===== src/rtl/debug_run_ctrl_if.sv =====
// Debug run controller bus interface.
// Groups the debugger-side controls and the processor/display status lines.
//   stepBtn   raw single-step push-button (async, active-high)
//   runSw     run switch level, 1 = free-run requested
//   bpEnable  breakpoint enable
//   bpLine    breakpoint instruction line (PC >> 2 numbering)
//   pc        current processor PC
//   haltInstr current instruction is program-end / halt
//   cpuEn     processor clock enable, one pulse = one instruction
//   runState  controller state code for display
//   stepCount instructions issued since reset, saturating
//   halted    high once a halt instruction has stopped the core
// master drives the controls (debugger/bench), slave is the controller.
interface debug_run_ctrl_if #(
   parameter int unsigned CNT_W = 16
);
   logic             stepBtn;
   logic             runSw;
   logic             bpEnable;
   logic [7:0]       bpLine;
   logic [31:0]      pc;
   logic             haltInstr;
   logic             cpuEn;
   logic [2:0]       runState;
   logic [CNT_W-1:0] stepCount;
   logic             halted;

   modport master (
      output stepBtn, runSw, bpEnable, bpLine, pc, haltInstr,
      input  cpuEn, runState, stepCount, halted
   );

   modport slave (
      input  stepBtn, runSw, bpEnable, bpLine, pc, haltInstr,
      output cpuEn, runState, stepCount, halted
   );
endinterface


===== src/rtl/debug_run_ctrl.sv =====
// Execution controller for the board debugger.
// Gates the processor clock enable: free-run at 1/RUN_DIV rate, single-step from a
// debounced push-button, stop at a breakpoint line, or halt permanently on a halt opcode.
// Ports:
//   Clk  system clock
//   Rst  asynchronous active-low reset
//   bus  debug_run_ctrl_if slave modport (controls in, cpuEn/status out)
module debug_run_ctrl #(
   parameter int unsigned DEBOUNCE_CYCLES = 16,
   parameter int unsigned RUN_DIV         = 4,
   parameter int unsigned CNT_W           = 16
) (
   input logic             Clk,
   input logic             Rst,
   debug_run_ctrl_if.slave bus
);

   localparam int unsigned DW = (DEBOUNCE_CYCLES > 1) ? $clog2(DEBOUNCE_CYCLES) : 1;
   localparam int unsigned PW = (RUN_DIV > 1) ? $clog2(RUN_DIV) : 1;
   localparam logic [DW-1:0] DB_LAST    = DW'(DEBOUNCE_CYCLES - 1);
   localparam logic [PW-1:0] PRESC_LAST = PW'(RUN_DIV - 1);

   typedef enum logic [2:0] {
      StPaused = 3'd0,
      StStep   = 3'd1,
      StRun    = 3'd2,
      StBreak  = 3'd3,
      StHalted = 3'd4
   } state_e;

   state_e           state_q;
   logic             sync1_q, sync2_q;
   logic             level_q, level_prev_q;
   logic             step_req_q;
   logic [DW-1:0]    db_cnt_q;
   logic [PW-1:0]    presc_q;
   logic             cpu_en_q;
   logic [CNT_W-1:0] step_count_q;
   logic [CNT_W-1:0] step_count_inc;
   logic             bp_hit;
   logic             presc_tc;
   logic             unused_pc;

   // Only the line-number field of the PC takes part in the breakpoint compare.
   assign unused_pc = ^{bus.pc[31:10], bus.pc[1:0]};
   assign bp_hit    = bus.bpEnable && (bus.pc[9:2] == bus.bpLine);
   assign presc_tc  = (presc_q == PRESC_LAST);

   always_comb begin
      step_count_inc = step_count_q;
      if (!(&step_count_q)) begin
         step_count_inc = step_count_q + CNT_W'(1);
      end
   end

   // Step button: synchronize, debounce, then a registered rising-edge pulse.
   always_ff @(posedge Clk or negedge Rst) begin
      if (!Rst) begin
         sync1_q      <= 1'b0;
         sync2_q      <= 1'b0;
         level_q      <= 1'b0;
         level_prev_q <= 1'b0;
         step_req_q   <= 1'b0;
         db_cnt_q     <= '0;
      end else begin
         sync1_q <= bus.stepBtn;
         sync2_q <= sync1_q;
         if (sync2_q != level_q) begin
            if (db_cnt_q == DB_LAST) begin
               level_q  <= sync2_q;
               db_cnt_q <= '0;
            end else begin
               db_cnt_q <= db_cnt_q + DW'(1);
            end
         end else begin
            db_cnt_q <= '0;
         end
         level_prev_q <= level_q;
         step_req_q   <= level_q & ~level_prev_q;
      end
   end

   // Run FSM. cpu_en_q is set on the same edge that counts the instruction, so the
   // enable is a clean registered pulse and stepCount moves with it.
   always_ff @(posedge Clk or negedge Rst) begin
      if (!Rst) begin
         state_q      <= StPaused;
         presc_q      <= '0;
         cpu_en_q     <= 1'b0;
         step_count_q <= '0;
      end else begin
         cpu_en_q <= 1'b0;
         unique case (state_q)
            StPaused: begin
               if (step_req_q) begin
                  state_q      <= StStep;
                  cpu_en_q     <= 1'b1;
                  step_count_q <= step_count_inc;
               end else if (bus.runSw) begin
                  state_q <= StRun;
                  presc_q <= '0;
               end
            end
            StStep: begin
               state_q <= bus.haltInstr ? StHalted : StPaused;
            end
            StRun: begin
               if (bus.haltInstr) begin
                  state_q <= StHalted;
               end else if (!bus.runSw) begin
                  state_q <= StPaused;
                  presc_q <= '0;
               end else if (presc_tc) begin
                  presc_q <= '0;
                  if (bp_hit) begin
                     state_q <= StBreak;
                  end else begin
                     cpu_en_q     <= 1'b1;
                     step_count_q <= step_count_inc;
                  end
               end else begin
                  presc_q <= presc_q + PW'(1);
               end
            end
            StBreak: begin
               // A step is the only way past the breakpoint line.
               if (step_req_q) begin
                  state_q      <= StStep;
                  cpu_en_q     <= 1'b1;
                  step_count_q <= step_count_inc;
               end else if (!bus.runSw) begin
                  state_q <= StPaused;
               end
            end
            StHalted: begin
               state_q <= StHalted;
            end
            default: begin
               state_q <= StPaused;
            end
         endcase
      end
   end

   assign bus.cpuEn     = cpu_en_q;
   assign bus.runState  = state_q;
   assign bus.stepCount = step_count_q;
   assign bus.halted    = (state_q == StHalted);

endmodule


===== src/flat_wrapper.sv =====
// flat-port wrapper written by rule: the top's interface ports become plain ports
module debug_run_ctrl_flat 
#(
   parameter int unsigned DEBOUNCE_CYCLES = 16,
   parameter int unsigned RUN_DIV         = 4,
   parameter int unsigned CNT_W           = 16
)
  (Clk, Rst, bus_stepBtn, bus_runSw, bus_bpEnable, bus_bpLine, bus_pc, bus_haltInstr, bus_cpuEn, bus_runState, bus_stepCount, bus_halted);
  debug_run_ctrl_if #(.CNT_W(CNT_W)) bus_i ();
  input logic Clk;
  input logic Rst;
  input wire logic [$bits(bus_i.stepBtn)-1:0] bus_stepBtn;
  input wire logic [$bits(bus_i.runSw)-1:0] bus_runSw;
  input wire logic [$bits(bus_i.bpEnable)-1:0] bus_bpEnable;
  input wire logic [$bits(bus_i.bpLine)-1:0] bus_bpLine;
  input wire logic [$bits(bus_i.pc)-1:0] bus_pc;
  input wire logic [$bits(bus_i.haltInstr)-1:0] bus_haltInstr;
  output wire logic [$bits(bus_i.cpuEn)-1:0] bus_cpuEn;
  output wire logic [$bits(bus_i.runState)-1:0] bus_runState;
  output wire logic [$bits(bus_i.stepCount)-1:0] bus_stepCount;
  output wire logic [$bits(bus_i.halted)-1:0] bus_halted;
  assign bus_i.stepBtn = bus_stepBtn;
  assign bus_i.runSw = bus_runSw;
  assign bus_i.bpEnable = bus_bpEnable;
  assign bus_i.bpLine = bus_bpLine;
  assign bus_i.pc = bus_pc;
  assign bus_i.haltInstr = bus_haltInstr;
  assign bus_cpuEn = bus_i.cpuEn;
  assign bus_runState = bus_i.runState;
  assign bus_stepCount = bus_i.stepCount;
  assign bus_halted = bus_i.halted;
  debug_run_ctrl #(.DEBOUNCE_CYCLES(DEBOUNCE_CYCLES), .RUN_DIV(RUN_DIV), .CNT_W(CNT_W)) u_core (.Clk(Clk), .Rst(Rst), .bus(bus_i));
endmodule

===== config.mk =====
export PLATFORM = sky130hd
export DESIGN_NAME = debug_run_ctrl_flat
export DESIGN_NICKNAME = d
export VERILOG_FILES = /design/src/rtl/debug_run_ctrl_if.sv /design/src/rtl/debug_run_ctrl.sv /design/src/flat_wrapper.sv
export SDC_FILE = /design/constraint.sdc
export NUM_CORES = 1
export LEC_CHECK = 0
export CORE_MARGIN = 2
export CORE_UTILIZATION = 38
export DETAILED_ROUTE_END_ITERATION = 6
export PLACE_DENSITY = 0.75
export SLEW_MARGIN = 25
export SYNTH_ARGS = -nofsm -noshare
export SYNTH_HDL_FRONTEND = slang
export SYNTH_SLANG_ARGS = --single-unit

===== constraint.sdc =====
create_clock -name Clk -period 1.5 [get_ports Clk]
set_input_delay 0.3 -clock Clk [delete_from_list [all_inputs] [get_ports Clk]]
set_output_delay 0.3 -clock Clk [all_outputs]
set_load 0.05 [all_outputs]

==> impl_metrics.yaml, run 1 <==
outcome:
  status: "finished with violations"
  violations: "setup timing"
logic_synthesis:
  ys_ff_latch: 31
  ys_warn_count: 0
  synth_edf_count: 0
  synth_fp_nets: 189
  synth_area_leader_cell: "dfrtp_1"
  synth_top_area_frac: 0.476
  synth_cells: 140
  ys_top_cells_by_area: "dfrtp_1 48%, xnor2_1 9.7%, xor2_1 3.8%"
  synth_cell_type_count: 39
  synth.yosys.seq_area_share: 0.476
  synth.avg_cell_area_um2: 11.6
  syn-cell-area_um2: 1630
  async_flop_share: 1.00
  synth_flop_cell: "dfrtp_1"
timing:
  timing.hold.ws_ns: 0.353
  finalSetupViolations: 18
  timing.final.ws_setup_ns: -0.251
  rsz0062_at_grt: "true"
  worst_pin_slew_ns: 0.392
  slew_viol_final: 0
  hold_viol: 0
  relSlewSlack: 0.739
  skew_ns: 0.00581
  fin_crit_sh: 1.17
  period_minus_slack_ns: 1.75
  clock.fmax_mhz: 571
clocking:
  cts_buffers: 5
  cts_sinks: 31
  h-tree-depth: 2
  cts_hold_buf: 0
  root_buffer: "clkbuf_8"
  cts_tree: "built"
  cts_buffer_depth: 2
  insertion_delay_ns: 0.29
  path_clk_slew_ns: 0.07
placement:
  post_dp_cell_area_um2: 2610
  dpl.hpwl_mm: 3.08
  portBuffers: 42
  dp_cells: 262
  place_congestion: 0.875
route:
  vias: 1444
  drt_wl_total_mm: 4.56
  drtAntennaViolNets: 0
  drc: 0
  viasPerCell: 5.23
  drt_iter0_drc: 64
  firstDrtPassIters: 4
  wl_per_cell_um: 16.5
pwr:
  power.switching_uw: 765
  switching_share: 0.295
  combPwrFrac: 0.316
  power_density_nw_per_um2: 893
  sequentialPowerShare: 0.368
  clkPwrFrac: 0.316
  leakagePower_uw: 0.00127
  peakVddDrop_mv: 0.649
  power.internal_uw: 1820
die:
  boundaryPins: 67
  die_area_um2: 4830
  core_um2: 4060
  start_util: 0.401
  rows: 23
  fp.dieH_um: 69.5
  die_x_um: 69.5
global_routing:
  antenna_found_initial: 0
  grt_util_all_layers: 0.190
  grt_pass1_vias: 1604
  grt_max_degree: 32
  grt_first_pass_wirelength_mm: 7.38
  grt_overflow_total: 0
layout:
  seq_area_um2: 790
  final_area_um2: 2900
  nFillCells: 271
  layout-drive-gt1-share: 0.482
  multi_input_area_um2: 958
  finalNetCount: 274
  antennaDiodeCount: 0
  area_growth_pct: 77.9
  final_cells: 276
setup_path:
  required_ns: 1.67
  criticalPathCategory: "flip-flop to flip-flop"
  critPathMaxFanout: 4
  crit_path_end_kind: "flip-flop"
  crit_arrival_ns: 1.92
  regToRegSetupSlack_ns: -0.25
  startpoint_type: "flip-flop"
min_path:
  hold_class: "flip-flop to flip-flop"
job:
  drv_cap: 0
[power by group through the flow]
stage	combinational, µW	sequential, µW	clock [µW]
floorplan	300	1040	0
global placement	706	968	0
detailed placement	732	973	0
CTS	779	949	839
global route	862	960	878
finish	819	953	818
[sequential cells by signal (all words and copies together) (netlist names)]
register,flops
u_core.level_q,1
u_core.db_cnt_q,4
u_core.step_req_q,1
u_core.bus.cpuEn,1
u_core.bus.stepCount,16
u_core.bus.runState,3
u_core.sync2_q,1
u_core.level_prev_q,1
u_core.sync1_q,1
u_core.presc_q,2
[layout make-up]
| type | instances | area share |
|---|---|---|
| timing repair buffer | 82 | 0.334 |
| inverter | 2 | 0.00259 |
| tap | 50 | 0.0216 |
| sequential | 31 | 0.272 |
| clock buffer | 5 | 0.0237 |
| clock inverter | 3 | 0.0151 |
| multi-input combinational | 103 | 0.331 |
[worst max-delay path: stages, from the launching register on]
cell      delay [ns]
dfrtp_2         0.47
xnor2_4         0.21
nand3b_4        0.13
buf_4           0.17
a32oi_4         0.23
nand2_2         0.12
mux2_4          0.31
[cell usage after synthesis (2+ instances only)]
cell and n:
nor2_1 4, nand3b_1 2, ha_1 3, nor2b_1 3, nand4_1 7, nor3b_1 4
nand3_1 11, a21oi_1 3, a22o_1 2, and4_1 2, xnor2_1 18, o21ai_0 3
and3b_1 2, buf_6 2, xor2_1 7, and3_1 7, nor3_1 4, dfrtp_1 31
nand4b_1 2, nand2_1 3, inv_1 2
[repair_timing]
item	in CTS	in global routing
setup buffers	2	3
endpoints found under the setup margin	17	19
pin swaps	22	15
cloned	2	0
gates resized for setup	31	14
[placed cells by master, fill, tap and decap left out, drive strengths merged]
master,n
clkbuf,5
dfrtp,31
a22oi,1
nor2b,3
or2,1
and4,3
nor3,4
dlymetal6s2s,4
o21ai,3
o32ai,1
nand2,3
nand2b,1
a2111oi,1
a21boi,1
ha,3
buf,61
nor4,1
o21bai,1
xor2,7
a22o,2
clkdlybuf4s50,7
nor3b,4
mux2,2
dlygate4sd2,9
clkdlybuf4s15,1
bufinv,1
inv,2
and3b,2
and3,7
xnor2,19
a32oi,1
clkinv,2
a21oi,3
nand3b,3
nor2,4
mux2i,1
nand4,7
nand3,12
nand4b,2
[per-stage QoR]
step	power [µW]	worst slack, ns	util	setup TNS, ns
floorplan	1340	-0.313	-	-4.08
global placement	1670	-0.457	0.643	-6.69
detailed placement	1700	-0.523	0.643	-7.81
CTS	2570	-0.205	0.693	-1.89
global route	2700	-0.303	0.714	-4.30
finish	2590	-0.251	0.714	-3.41
[per-layer routing]
metal  vias to the layer above  global-route usage  part of all wire
li1                        673                   -                 -
met1                       709               0.223              0.37
met2                        51               0.335              0.56
met3                        11              0.0509             0.051
met4                         0              0.0654             0.019
met5                         -                   0                 0
[worst paths after layout]
path | to | cells after the start | start
min reg2reg | u_core.sync2_q$_DFF_PN0_ | 0 | u_core.sync1_q$_DFF_PN0_
max | u_core.bus.stepCount[1]$_DFFE_PN0P_ | 6 | u_core.bus.runState[0]$_DFFE_PN0P_
max in group asynchronous | u_core.bus.stepCount[1]$_DFFE_PN0P_ | 2 | Rst
max reg2reg | u_core.bus.stepCount[1]$_DFFE_PN0P_ | 6 | u_core.bus.runState[0]$_DFFE_PN0P_
min in group asynchronous | u_core.bus.runState[2]$_DFFE_PN0P_ | 2 | Rst
min | u_core.sync2_q$_DFF_PN0_ | 0 | u_core.sync1_q$_DFF_PN0_
[kinds of logic after synthesis]
kind of cell	share of synthesized area
buffers and inverters	0.0261
XOR/XNOR	0.151
AND/OR/NAND/NOR	0.228
multiplexers	0.0200
flip-flops	0.476
AO/OA/AOI/OAI	0.0753
adder cells (fa/ha/maj)	0.0230
No activity file was read; power rests on OpenSTA's default activity.
==> inputs of run 2 (changes only) <==
--- a/config.mk
+++ b/config.mk
@@ -5,11 +5,11 @@
 export SDC_FILE = /design/constraint.sdc
 export NUM_CORES = 1
 export LEC_CHECK = 0
+export CAP_MARGIN = 5
 export CORE_MARGIN = 2
 export CORE_UTILIZATION = 38
 export DETAILED_ROUTE_END_ITERATION = 6
 export PLACE_DENSITY = 0.75
-export SLEW_MARGIN = 25
 export SYNTH_ARGS = -nofsm -noshare
 export SYNTH_HDL_FRONTEND = slang
 export SYNTH_SLANG_ARGS = --single-unit
==> results of run 2 <==
No change in the layout: final DEF, timing and power equal those of run 1.
